## src/rtl/stavka_pkg.sv

```systemverilog
// Shared opcodes, control words and FSM state type for the two-requester
// command sequencer.
package stavka_pkg;

   localparam int DATA_W_DEF = 4;

   localparam logic [1:0] CMD_LOAD  = 2'b00;
   localparam logic [1:0] CMD_LOAD2 = 2'b01;
   localparam logic [1:0] CMD_INC   = 2'b10;
   localparam logic [1:0] CMD_WAIT  = 2'b11;

   localparam logic [2:0] CTRL_IDLE  = 3'b000;
   localparam logic [2:0] CTRL_LOAD  = 3'b001;
   localparam logic [2:0] CTRL_LOAD2 = 3'b011;
   localparam logic [2:0] CTRL_INC   = 3'b101;

   typedef enum logic [1:0] {
      ST_IDLE = 2'd0,
      ST_EXEC = 2'd1,
      ST_DONE = 2'd2
   } state_t;

   // LOAD and LOAD2 always issue exactly one word; the others repeat N times.
   function automatic logic is_single(input logic [1:0] cmd);
      return (cmd == CMD_LOAD) || (cmd == CMD_LOAD2);
   endfunction

endpackage

```

## src/rtl/stavka_c_sequencer_rr_arbiter2.sv

```systemverilog
// Two-way round-robin arbiter: on a tie the requester that did not win last
// time is granted. Grant is one-hot and only asserted while en is high.
module rr_arbiter2 (
   input  logic [1:0] req,
   input  logic       last_id,
   input  logic       en,
   output logic [1:0] grant
);

   always_comb begin
      grant = 2'b00;
      if (en) begin
         if (req == 2'b11) begin
            grant = last_id ? 2'b01 : 2'b10;
         end else begin
            grant = req;
         end
      end
   end

endmodule

```

## src/rtl/stavka_c_sequencer.sv

```systemverilog
// Command sequencer: arbitrates requesters A/B and expands each accepted
// command into a timed run of datapath control words.
//
//   state   | meaning
//   --------+-------------------------------------------------------------
//   ST_IDLE | waiting for a request; ready goes to the granted requester
//   ST_EXEC | driving control words, counter counts down to 1
//   ST_DONE | one-cycle done pulse tagged with the requester id
module stavka_c_sequencer
   import stavka_pkg::*;
#(
   parameter int DATA_W = DATA_W_DEF
) (
   input  logic              clk,
   input  logic              rst,
   input  logic              a_valid,
   output logic              a_ready,
   input  logic [1:0]        a_cmd,
   input  logic [DATA_W-1:0] a_data,
   input  logic              b_valid,
   output logic              b_ready,
   input  logic [1:0]        b_cmd,
   input  logic [DATA_W-1:0] b_data,
   output logic [2:0]        ctrl_out,
   output logic [DATA_W-1:0] data_out,
   output logic              busy,
   output logic              done,
   output logic              done_id
);

   state_t            state_q, state_d;
   logic [1:0]        grant;
   logic [DATA_W-1:0] cnt_q;
   logic [DATA_W-1:0] data_q;
   logic [1:0]        cmd_q;
   logic              id_q;
   logic              last_id_q;

   logic              accept;
   logic              sel_id;
   logic [1:0]        sel_cmd;
   logic [DATA_W-1:0] sel_data;
   logic [DATA_W-1:0] load_cnt;

   rr_arbiter2 u_arb (
      .req     ({b_valid, a_valid}),
      .last_id (last_id_q),
      .en      (state_q == ST_IDLE),
      .grant   (grant)
   );

   assign a_ready  = grant[0];
   assign b_ready  = grant[1];
   assign accept   = |grant;
   assign sel_id   = grant[1];
   assign sel_cmd  = sel_id ? b_cmd  : a_cmd;
   assign sel_data = sel_id ? b_data : a_data;
   assign load_cnt = is_single(sel_cmd) ? DATA_W'(1) : sel_data;

   always_ff @(posedge clk) begin
      if (rst) begin
         state_q <= ST_IDLE;
      end else begin
         state_q <= state_d;
      end
   end

   always_comb begin
      state_d = state_q;
      unique case (state_q)
         ST_IDLE: begin
            if (accept) begin
               state_d = (load_cnt != '0) ? ST_EXEC : ST_DONE;
            end
         end
         ST_EXEC: begin
            if (cnt_q == DATA_W'(1)) begin
               state_d = ST_DONE;
            end
         end
         ST_DONE: state_d = ST_IDLE;
         default: state_d = ST_IDLE;
      endcase
   end

   always_ff @(posedge clk) begin
      if (rst) begin
         cnt_q     <= '0;
         data_q    <= '0;
         cmd_q     <= CMD_LOAD;
         id_q      <= 1'b0;
         last_id_q <= 1'b1;
      end else begin
         if ((state_q == ST_IDLE) && accept) begin
            cnt_q  <= load_cnt;
            data_q <= sel_data;
            cmd_q  <= sel_cmd;
            id_q   <= sel_id;
         end else if (state_q == ST_EXEC) begin
            cnt_q <= cnt_q - DATA_W'(1);
         end
         if (state_q == ST_DONE) begin
            last_id_q <= id_q;
         end
      end
   end

   // Datapath drive is decoded purely from registered state.
   always_comb begin
      ctrl_out = CTRL_IDLE;
      data_out = '0;
      if (state_q == ST_EXEC) begin
         unique case (cmd_q)
            CMD_LOAD: begin
               ctrl_out = CTRL_LOAD;
               data_out = data_q;
            end
            CMD_LOAD2: begin
               ctrl_out = CTRL_LOAD2;
               data_out = data_q;
            end
            CMD_INC:  ctrl_out = CTRL_INC;
            default:  ctrl_out = CTRL_IDLE;
         endcase
      end
   end

   assign busy    = (state_q != ST_IDLE);
   assign done    = (state_q == ST_DONE);
   assign done_id = (state_q == ST_DONE) && id_q;

endmodule

```

## config.mk

```make
export PLATFORM = sky130hd
export DESIGN_NAME = stavka_c_sequencer
export DESIGN_NICKNAME = d
export VERILOG_FILES = /design/src/rtl/stavka_pkg.sv /design/src/rtl/stavka_c_sequencer_rr_arbiter2.sv /design/src/rtl/stavka_c_sequencer.sv
export SDC_FILE = /design/constraint.sdc
export NUM_CORES = 1
export LEC_CHECK = 0
export ABC_CLOCK_PERIOD_IN_PS = 1200
export BUFFER_PORTS_ARGS = -buffer_cell sky130_fd_sc_hd__buf_2
export CAP_MARGIN = 20
export CELL_PAD_IN_SITES_DETAIL_PLACEMENT = 0
export CELL_PAD_IN_SITES_GLOBAL_PLACEMENT = 2
export CORE_UTILIZATION = 26
export CTS_CLUSTER_SIZE = 20
export DETAILED_ROUTE_END_ITERATION = 10
export HOLD_SLACK_MARGIN = 0.06
export PLACE_DENSITY = 0.79
export SLEW_MARGIN = 20
export SYNTH_ARGS = -nofsm -noshare
export SYNTH_HDL_FRONTEND = slang
export SYNTH_SLANG_ARGS = --single-unit
```

## constraint.sdc

```tcl
create_clock -name clk -period 1.2 [get_ports clk]
set_input_delay 0 -clock clk [delete_from_list [all_inputs] [get_ports clk]]
set_output_delay 0 -clock clk [all_outputs]
set_load 0.02 [all_outputs]
```

==> results_dict.tcl <==
set metrics [dict create \
    status "finished, violations left" \
    violations "negative setup slack" \
    hold_path_depth 2 \
    r2r_end "cmd_q[1]" \
    cp-end-kind "flop" \
    drive_gt1_share_pct 52.1 \
    drcViolationCount 0 \
    syn_nets 125 \
    fill_cells 342 \
    synth_flop_cell "dfxtp_1" \
    clock_skew_ns 0.00432 \
    root_buffer "clkbuf_4" \
    max_stage_delay_ns 0.39 \
    die_x_um 61.6 \
    grt_pass1_wl_um 4060 \
    yosysSeqAreaShare_pct 30.4 \
    insertion_delay_ns 0.29 \
    drt.antenna.violating_nets 0 \
    yosysWarnings 0 \
    fmax_mhz 783 \
    cts.htree.levels 1 \
    ioPinCount 28 \
    path_cells "nor2_4, buf_6, nand2_8, buf_4, nand2_1, a311oi_2" \
    via_per_inst 4.72 \
    grtUsageTotal_pct 14.4 \
    synth-compound-area-share_pct 24.2 \
    wire_per_inst_um 12.8 \
    rsz0062_at_grt "true" \
    required_ns 1.40 \
    period_needed_ns 1.28 \
    dp_hpwl_um 1780 \
    io_buffers 27 \
    overflow 0 \
    ys_types 36 \
    antenna_found_initial 0 \
    setup_viol 14 \
    post-route-util_pct 46.5 \
    max_slew_margin_pct 76.8 \
    synth_top_family_by_area "simple AND/OR/NAND/NOR gates" \
    vias 996 \
    synthArstFlopShare_pct 0 \
    synth_xor_area_share_pct 1.90 \
    routed_wl_um 2700 \
    grt_max_degree 18 \
    area_delta_synth_final_pct 69.7 \
    hold_viol_final 0 \
    worstSetupPathType "reg2reg" \
    finalCritPeriodShare_pct 106 \
    worstReg2RegStart "state_q[0]" \
    ys_ff_latch 14 \
    synth.mux.area_fraction_pct 1.09 \
    power_density_nw_per_um2 1340 \
    synth_top_cell_by_area "dfxtp_1" \
    die_h_um 61.6 \
    grt_pass1_vias 911 \
    syn_inst 107 \
    finalMaxSlewViolations 0 \
    postSynthAreaPerCell_um2 8.62 \
    cp.arrival_ns 1.48 \
    maxCapViolations 0 \
    hold_class "in2reg" \
    coreArea_um2 3360 \
    cts_buffer_depth 2 \
    r2r_slack_ns -0.08 \
    synth_edf_count 0 \
    fin_tns_setup_ns -0.453 \
    netlist_area_um2 922 \
    place_congestion 0.809 \
    cts_tree "built" \
    cp_max_fo 6 \
    layout_setup_ws_ns -0.0775 \
    critical_path.slowest_cell "dfxtp_4" \
    p_leak_nw 0.652 \
    dr.pass1.iters 5 \
    holdPathEnd "id_q" \
    yosysTopAreaCellShare_pct 30.4 \
    synth_fa_ha_area_share_pct 2.71 \
    crit_path_start_kind "flop" \
    worst_pin_slew_ns 0.348 \
    cts_made_buffers 3 \
    hp-start "rst" \
    reg2reg_depth 6 \
    clkTransAtPathRegs_ns 0.09 \
    ir_worst_vdd_mv 0.467 \
    clock_sinks 14 \
    drt_iter0_markers 15 \
    synthTopCellsByCount "14 x dfxtp_1, 14 x nand2_1, 12 x nor2_1" \
    fin_nets 185 \
    num_antenna_cells 0 \
    core.rowCount 21 \
    die_area_um2 3790 \
    crit_family "flip-flops" \
    worstPathBufferInverterCount 2 \
    start_util_pct 27.4 \
    synthTopCellsByArea "dfxtp_1 30%, a311oi_2 11%, nand2_1 5.7%" \
    yosys.area_share.simple_pct 32.3 \
]
-- report_power, final --
part | internal (mW) | leakage [nW] | switching, mW
sequential | 0.558 | 0.117 | 0.0831
combinational | 0.617 | 0.521 | 0.563
clock | 0.117 | 0.0138 | 0.162
-- through the flow --
step | instance area, um^2 | total power, mW | instances | setup WS, ns | hold WS (ns)
2_1_floorplan | 927 | 1.19 | 107 | 0.0124 | 0.104
3_3_place_gp | 1190 | 1.49 | 189 | -0.0846 | 0.297
3_5_place_dp | 1190 | 1.49 | 189 | -0.0798 | 0.300
4_1_cts | 1510 | 2.02 | 208 | -0.0489 | 0.0957
5_1_grt | 1570 | 2.22 | 211 | -0.130 | 0.141
6_report | 1570 | 2.10 | 211 | -0.0775 | 0.0945
-- cells by family (layout without fill, tap and decap cells) --
group                      count (synthesis)  in the layout
DFF                                       14             14
adders and majority gates                  2              2
and+or+nand+nor                           54             54
muxes                                      1              1
xor gates and xnor gates                   2              2
buffers and inverters                     11             69
AOI/OAI and AO/OA                         23             23
-- flip-flops by register name, summed over array words and instances, names as in the netlist --
name and count:
state_q 2, cmd_q 2, cnt_q 4, data_q 4, last_id_q 1, id_q 1
-- layout by cell type (no fill, tap or decap), types with 2 or more instances in the layout --
cell type / netlist / layout
dfxtp_4: 0 / 2
dlygate4sd3_1: 0 / 10
nor2_1: 12 / 11
buf_6: 1 / 8
nor2_4: 1 / 2
dfxtp_1: 14 / 11
nor2b_1: 3 / 2
and2_4: 0 / 6
nor3_1: 3 / 3
clkbuf_4: 0 / 3
buf_2: 0 / 17
a211oi_1: 3 / 2
xnor2_1: 2 / 2
buf_4: 2 / 21
nand2_1: 14 / 14
o21ai_0: 4 / 3
a21oi_2: 0 / 2
inv_1: 5 / 4
a311oi_2: 7 / 7
ha_1: 2 / 2
nand3_1: 4 / 4
-- how the worst max path moves through the flow --
| stage | start | endpoint | slack [ns] | cells past startpoint |
|---|---|---|---|---|
| after floorplan | cnt_q[0] | cnt_q[1] | 0.01 | 5 |
| after global placement | state_q[0] | cnt_q[0] | -0.08 | 6 |
| after detailed placement | state_q[1] | cnt_q[0] | -0.08 | 6 |
| after CTS | state_q[1] | ctrl_out[2] | -0.05 | 4 |
| after global routing | state_q[1] | cnt_q[3] | -0.13 | 5 |
| final | state_q[0] | cmd_q[1] | -0.08 | 6 |
-- worst reg2reg max path, delay by kind of cell, from the launching register on --
kind            cells  cell delay, ns
compound gates      1            0.28
buf+inv             2            0.29
flops               1            0.39
simple gates        3            0.25
-- layer usage --
layer,wire length [um],global-route usage (%)
met1,1250,19.5
met5,0,0
met4,40,6.67
met2,1360,23.2
met3,50,1.26
-- what timing repair did --
item	4_1_cts	5_1_grt
gates resized for setup	43	5
hold buffers	10	0
buffers inserted	7	1
pin swaps	10	5
setup endpoints to repair	24	21
cloned	0	2
endpoints found under the hold margin	8	0
-- area by class of cell --
class                   count  area (um^2)  share of cell area, %
clock buffers               3         22.5                   1.44
inverters                   6         35.0                   2.24
multi-input cells          82          659                   42.1
flip-flops and latches     14          289                   18.5
well taps                  46         57.6                   3.68
repair buffers             59          493                   31.5
repair inverters            1         8.76                  0.560
Power figures use the tool's default switching activity.
